## config.mk

```make
export PLATFORM = sky130hd
export DESIGN_NAME = line_fetch_scheduler
export DESIGN_NICKNAME = d
export VERILOG_FILES = /design/src/rtl/video_pkg.sv /design/src/rtl/chunk_calc.sv /design/src/rtl/line_fetch_scheduler.sv
export SDC_FILE = /design/constraint.sdc
export NUM_CORES = 1
export LEC_CHECK = 0
export CORE_MARGIN = 4
export CORE_UTILIZATION = 49
export CTS_CLUSTER_DIAMETER = 150
export CTS_CLUSTER_SIZE = 14
export DETAILED_ROUTE_END_ITERATION = 8
export GPL_TIMING_DRIVEN = 1
export PLACE_DENSITY_LB_ADDON = 0.25
export SYNTH_ARGS = -nofsm -noshare
export SYNTH_HDL_FRONTEND = slang
export SYNTH_SLANG_ARGS = --single-unit
```

## constraint.sdc

```tcl
create_clock -name clk -period 7 [get_ports clk]
set_input_delay 1.4 -clock clk [delete_from_list [all_inputs] [get_ports clk]]
set_output_delay 1.4 -clock clk [all_outputs]
set_load 0.005 [all_outputs]
```

## src/rtl/video_pkg.sv

```systemverilog
// Shared types for the video line-fetch path: scheduler states, page geometry
// and the job descriptor carried from acceptance to completion.
package video_pkg;

    localparam int PAGE_W     = 12;
    localparam int PAGE_BYTES = 1 << PAGE_W;

    typedef enum logic [1:0] {
        IDLE,
        ISSUE,
        RELEASE,
        FINISH
    } state_t;

    // Held at full mover width so the cursor drives mv_* directly; upper bits
    // of dest and len are kept at zero by construction.
    typedef struct packed {
        logic [63:0] src;
        logic [63:0] dest;
        logic [63:0] len;
        logic        owner;   // 0: primary (req0), 1: auxiliary (req1)
    } job_t;

endpackage

```

## src/rtl/chunk_calc.sv

```systemverilog
// Size of the next mover transfer: min(remaining, MAX_CHUNK, bytes left in
// the current 4 KiB source page), forced to an 8-byte multiple.
module chunk_calc
    import video_pkg::*;
#(
    parameter int MAX_CHUNK = 512
) (
    input  logic [PAGE_W-1:0] src_off,
    input  logic [63:0]       remaining,
    output logic [PAGE_W:0]   chunk
);

    localparam int CW = PAGE_W + 1;

    logic [CW-1:0] page_rem;
    logic [CW-1:0] cap;

    always_comb begin
        page_rem = CW'(PAGE_BYTES) - {1'b0, src_off};
        cap      = (page_rem < CW'(MAX_CHUNK)) ? page_rem : CW'(MAX_CHUNK);
        if (remaining < 64'(cap)) begin
            chunk = remaining[CW-1:0];
        end else begin
            chunk = cap;
        end
        chunk[2:0] = 3'b000;
    end

endmodule

```

## src/rtl/line_fetch_scheduler.sv

```systemverilog
// Arbitrates primary/auxiliary line fetches onto one data mover, splitting each
// job into page-safe chunks and flagging a primary fetch that misses its line.
module line_fetch_scheduler
    import video_pkg::*;
#(
    parameter int MAX_CHUNK = 512,
    parameter int LEN_W     = 15,
    parameter int DEST_W    = 15
) (
    input  logic              clk,
    input  logic              rst,
    input  logic              sched_en,
    input  logic              req0_valid,
    output logic              req0_ready,
    input  logic [63:0]       req0_src,
    input  logic [DEST_W-1:0] req0_dest,
    input  logic [LEN_W-1:0]  req0_len,
    output logic              req0_done,
    input  logic              req1_valid,
    output logic              req1_ready,
    input  logic [63:0]       req1_src,
    input  logic [DEST_W-1:0] req1_dest,
    input  logic [LEN_W-1:0]  req1_len,
    output logic              req1_done,
    input  logic              line_start,
    output logic              late,
    input  logic              late_clr,
    output logic [63:0]       mv_src,
    output logic [63:0]       mv_dest,
    output logic [63:0]       mv_len,
    output logic              mv_en,
    input  logic              mv_done,
    output logic              busy
);

    localparam int CW = PAGE_W + 1;

    state_t           state_reg, state_next;
    job_t             cur_reg, cur_next;
    job_t             sel_job;
    logic [CW-1:0]    chunk_reg, chunk_next, chunk_calc_out;
    logic             grant_reg, grant_next;
    logic             ready0_reg, ready0_next, ready1_reg, ready1_next;
    logic             done0_reg, done0_next, done1_reg, done1_next;
    logic             late_reg, late_next;
    logic [63:0]      chunk64;
    logic [DEST_W-1:0] dest_sum;
    logic             owner0_active;

    chunk_calc #(
        .MAX_CHUNK (MAX_CHUNK)
    ) u_chunk_calc (
        .src_off   (cur_next.src[PAGE_W-1:0]),
        .remaining (cur_next.len),
        .chunk     (chunk_calc_out)
    );

    assign chunk64  = {{(64-CW){1'b0}}, chunk_reg};
    assign dest_sum = cur_reg.dest[DEST_W-1:0] + DEST_W'(chunk_reg);

    // Fixed priority: req0 wins whenever it is valid.
    always_comb begin
        sel_job       = '0;
        sel_job.owner = ~req0_valid;
        sel_job.src   = (req0_valid ? req0_src : req1_src) & ~64'h7;
        sel_job.dest  = {{(64-DEST_W){1'b0}}, (req0_valid ? req0_dest : req1_dest)} & ~64'h7;
        sel_job.len   = {{(64-LEN_W){1'b0}}, (req0_valid ? req0_len : req1_len)} & ~64'h7;
    end

    always_comb begin
        state_next  = state_reg;
        cur_next    = cur_reg;
        chunk_next  = chunk_reg;
        grant_next  = 1'b0;
        ready0_next = 1'b0;
        ready1_next = 1'b0;
        done0_next  = 1'b0;
        done1_next  = 1'b0;

        case (state_reg)
            IDLE: begin
                // The ready pulse cycle is spent here; the job leaves IDLE after it.
                if (grant_reg) begin
                    state_next = (cur_reg.len == 64'd0) ? FINISH : ISSUE;
                end else if (sched_en && (req0_valid || req1_valid)) begin
                    cur_next    = sel_job;
                    grant_next  = 1'b1;
                    ready0_next = req0_valid;
                    ready1_next = ~req0_valid;
                end
            end
            ISSUE: begin
                if (mv_done) begin
                    state_next = RELEASE;
                end
            end
            RELEASE: begin
                if (!mv_done) begin
                    cur_next.src  = cur_reg.src + chunk64;
                    cur_next.dest = {{(64-DEST_W){1'b0}}, dest_sum};
                    cur_next.len  = cur_reg.len - chunk64;
                    state_next    = (cur_next.len == 64'd0) ? FINISH : ISSUE;
                end
            end
            FINISH: begin
                done0_next = ~cur_reg.owner;
                done1_next = cur_reg.owner;
                state_next = IDLE;
            end
            default: begin
                state_next = IDLE;
            end
        endcase

        // Chunk is frozen on ISSUE entry so mv_len never moves under mv_en.
        if (state_next == ISSUE && state_reg != ISSUE) begin
            chunk_next = chunk_calc_out;
        end
    end

    assign owner0_active = ~cur_reg.owner && ((state_reg != IDLE) || grant_reg);

    always_comb begin
        late_next = late_reg;
        if (late_clr) begin
            late_next = 1'b0;
        end
        if (line_start && (owner0_active || (req0_valid && !ready0_reg))) begin
            late_next = 1'b1;
        end
    end

    always_ff @(posedge clk or posedge rst) begin
        if (rst) begin
            state_reg  <= IDLE;
            cur_reg    <= '0;
            chunk_reg  <= '0;
            grant_reg  <= 1'b0;
            ready0_reg <= 1'b0;
            ready1_reg <= 1'b0;
            done0_reg  <= 1'b0;
            done1_reg  <= 1'b0;
            late_reg   <= 1'b0;
        end else begin
            state_reg  <= state_next;
            cur_reg    <= cur_next;
            chunk_reg  <= chunk_next;
            grant_reg  <= grant_next;
            ready0_reg <= ready0_next;
            ready1_reg <= ready1_next;
            done0_reg  <= done0_next;
            done1_reg  <= done1_next;
            late_reg   <= late_next;
        end
    end

    assign req0_ready = ready0_reg;
    assign req1_ready = ready1_reg;
    assign req0_done  = done0_reg;
    assign req1_done  = done1_reg;
    assign late       = late_reg;
    assign mv_src     = cur_reg.src;
    assign mv_dest    = cur_reg.dest;
    assign mv_len     = chunk64;
    assign mv_en      = (state_reg == ISSUE);
    assign busy       = (state_reg != IDLE);

endmodule

```

==> out/metrics.cfg <==
[run_status]
status=finished, final reports clean

[synthesis]
synth_seq_area_share_pct=29.76
syn-cell-area_um2=13370
async_flop_share_pct=100.0
synth_area_per_cell_um2=8.262
synth.distinct_cells=94
ys_ff_latch=159
syn_inst=1618
yosys_most_used_dff=dfrtp_1
yosysWarnings=0
synth_edf_count=0

[worst_hold_path]
holdPathStages=1
hold_class=flop to flop
hold_end=req0_done
hold_start=cur_reg[0]

[power_and_ir_drop]
peakVddDrop_v=0.0001985
total_power_w=0.007362
p_per_area_nw_per_um2=460.7
leakage_nw=6.705

[critical_path]
cp.arrival_ns=6.84
crit_required_ns=7.31
cp-end-kind=flop
ff2ff_path_depth=23
regToRegSetupSlack_ns=1.11
critPathKind=primary input to flop
worst-path-max-fanout=18
reg2reg_from=chunk_reg[3]
startpoint_type=primary input
reg2reg_to=chunk_reg[8]

[global_routing]
grt_pass1_wl_um=75100
grt_pass1_vias=12607
antenna_found_initial=1
grt_start_max_net_pins=112
gr-total-overflow=0
grt_use_total_pct=31.10

[detailed_routing]
viasPerCell=6.309
detail-route-antenna-nets=0
route.detailed.drc=0
drt-initial-drc-count=1420
vias=13376
finalWirelength_um=49050
routedWlPerCell_um=23.14
drt_first_pass_iters=8

[floorplan]
die_h_um=173.2
ioPinCount=395
initial_core_util_pct=49.74
dieWidth_um=173.2
core_area_um2=26880
die_area_um2=29990
num_rows=60

[timing]
skew_ns=0.02129
fin_crit_sh_pct=93.17
max_freq_mhz=153.3
final-setup-viol-count=0
rsz0062_at_grt=false
finalWorstPathRequiredPeriod_ns=6.522
finalHoldViolations=0
maxSlewViolCount=0
worst_pin_slew_ns=0.9938
slew_headroom_pct=33.24
setup_tns_ns=0

[clock_tree]
clock_latency_ns=0.44
cts_buffer_depth=2
clk_pin_slew_worst_paths_ns=0.07
cts-buffers-inserted=17
htree_levels=4
cts_root_buffer=clkbuf_16
numClockSinks=159
tritoncts=done
cts_setup_buffers=0

[placement]
portBuffers=270
place_congestion=0.9724
dp_hpwl_um=36490
dpl.cell_count=2087

[cells_and_area]
area_growth_pct=19.54
nets=2006
drive_gt1_share_pct=6.355
fillers=2476
largest_register_ffs=65
instances_no_fill=2120

[job]
max-cap-violations=0

[kinds of logic after synthesis]
logic type	Yosys count	share of synthesized area (%)
AND/OR/NAND/NOR	526	21.48
AO/OA/AOI/OAI	482	24.88
buffers and inverters	336	14.82
flip-flops	159	29.76
XOR/XNOR	53	3.473
adder cells (fa/ha/maj)	45	4.380
multiplexers	15	1.151
other	2	0.05618
[layout by cell type (no fill, tap or decap), types with 12 or more instances in the layout]
master / count
nor4_1: 38
nor3_1: 41
nand2b_1: 13
o21a_1: 15
ha_1: 42
clkbuf_16: 17
and2_1: 15
dfrtp_1: 159
o311ai_0: 12
a21o_1: 13
nor2_1: 85
a22oi_1: 35
conb_1: 108
o31ai_1: 14
buf_4: 24
or3_1: 15
a31oi_1: 24
and3_1: 15
o211ai_1: 24
a21oi_1: 92
mux2i_1: 12
nand3_1: 57
a22o_1: 13
inv_1: 62
xnor2_1: 34
a221o_1: 13
nand4_1: 28
o21ai_0: 101
xor2_1: 19
nand2_1: 130
clkdlybuf4s50_1: 270
a222oi_1: 23
or4_1: 14
[area by class of cell]
class / instances / area, um2 / area share (%)
clock inverters: 14 / 145.1 / 0.9082
inverters: 63 / 241.5 / 1.511
flip-flops and latches: 159 / 3979 / 24.90
clock buffers: 18 / 439.2 / 2.748
repair buffers: 295 / 2903 / 18.16
multi-input cells: 1229 / 7844 / 49.08
well taps: 341 / 426.7 / 2.670
diodes: 1 / 2.502 / 0.01566
[cell usage after synthesis, types with 35 or more instances]
cell / n / share of area [%]
a21oi_1: 92 / 3.4
nand2_1: 130 / 3.7
o21ai_0: 101 / 3.8
inv_1: 63 / 1.8
a22oi_1: 35 / 2.0
dfrtp_1: 159 / 30
clkbuf_1: 71 / 2.0
buf_4: 183 / 10
nor4_1: 38 / 1.8
nand3_1: 57 / 2.1
nor3_1: 41 / 1.5
nor2_1: 86 / 2.4
ha_1: 42 / 3.9
[layer usage]
metal | wire, um | track usage [%] | share of wire [%]
met5 | 0 | 0 | 0
met4 | 1527 | 9.478 | 3.1
met3 | 4429 | 5.925 | 9.0
met2 | 22780 | 50.58 | 46
met1 | 20320 | 42.27 | 41
[power breakdown]
group	internal, W	switching (W)
clock network	0.000485	0.000458
registers	0.00124	0.000540
logic	0.00192	0.00272
total	0.00365	0.00371
[through the flow]
step	hold WS (ns)	utilization, %	cell area [um2]	worst slack, ns
2_1_floorplan	0.4366	-	13770	0.8960
3_3_place_gp	0.4880	57.24	15380	0.07854
3_5_place_dp	0.4721	57.24	15380	0.01533
4_1_cts	0.4991	59.42	15970	0.4423
5_1_grt	0.5236	59.46	15980	0.03717
6_report	0.4961	59.46	15980	0.4778
[worst max-delay path by stage]
stage,depth (start not counted),from,end,slack [ns]
floorplan,22,req0_valid,chunk_reg[4],0.90
global placement,23,sched_en,chunk_reg[8],0.08
detailed placement,23,sched_en,chunk_reg[8],0.02
CTS,23,sched_en,chunk_reg[8],0.44
global route,24,sched_en,chunk_reg[5],0.04
finish,23,sched_en,chunk_reg[8],0.48
[worst max-delay path, cell delays in order]
cell	delay, ns
clkdlybuf4s50_1	0.49
or4b_4	0.47
o21a_2	0.26
buf_4	0.21
a222oi_1	0.29
o211ai_1	0.18
nor4_2	0.35
mux2i_1	0.36
nor2_4	0.10
and2_1	0.20
inv_1	0.06
ha_1	0.23
nand4_1	0.10
nor2_1	0.07
a221oi_1	0.27
o211ai_1	0.20
a31o_2	0.25
a21oi_1	0.11
nand4_1	0.15
nor4_4	0.34
nand4_4	0.24
or2_0	0.27
a31o_2	0.24
[timing repair]
action,4_1_cts,5_1_grt
endpoints found under the setup margin,0,6
hold buffers,0,0
resized for setup,0,1
(Power assumes the default switching activity.)
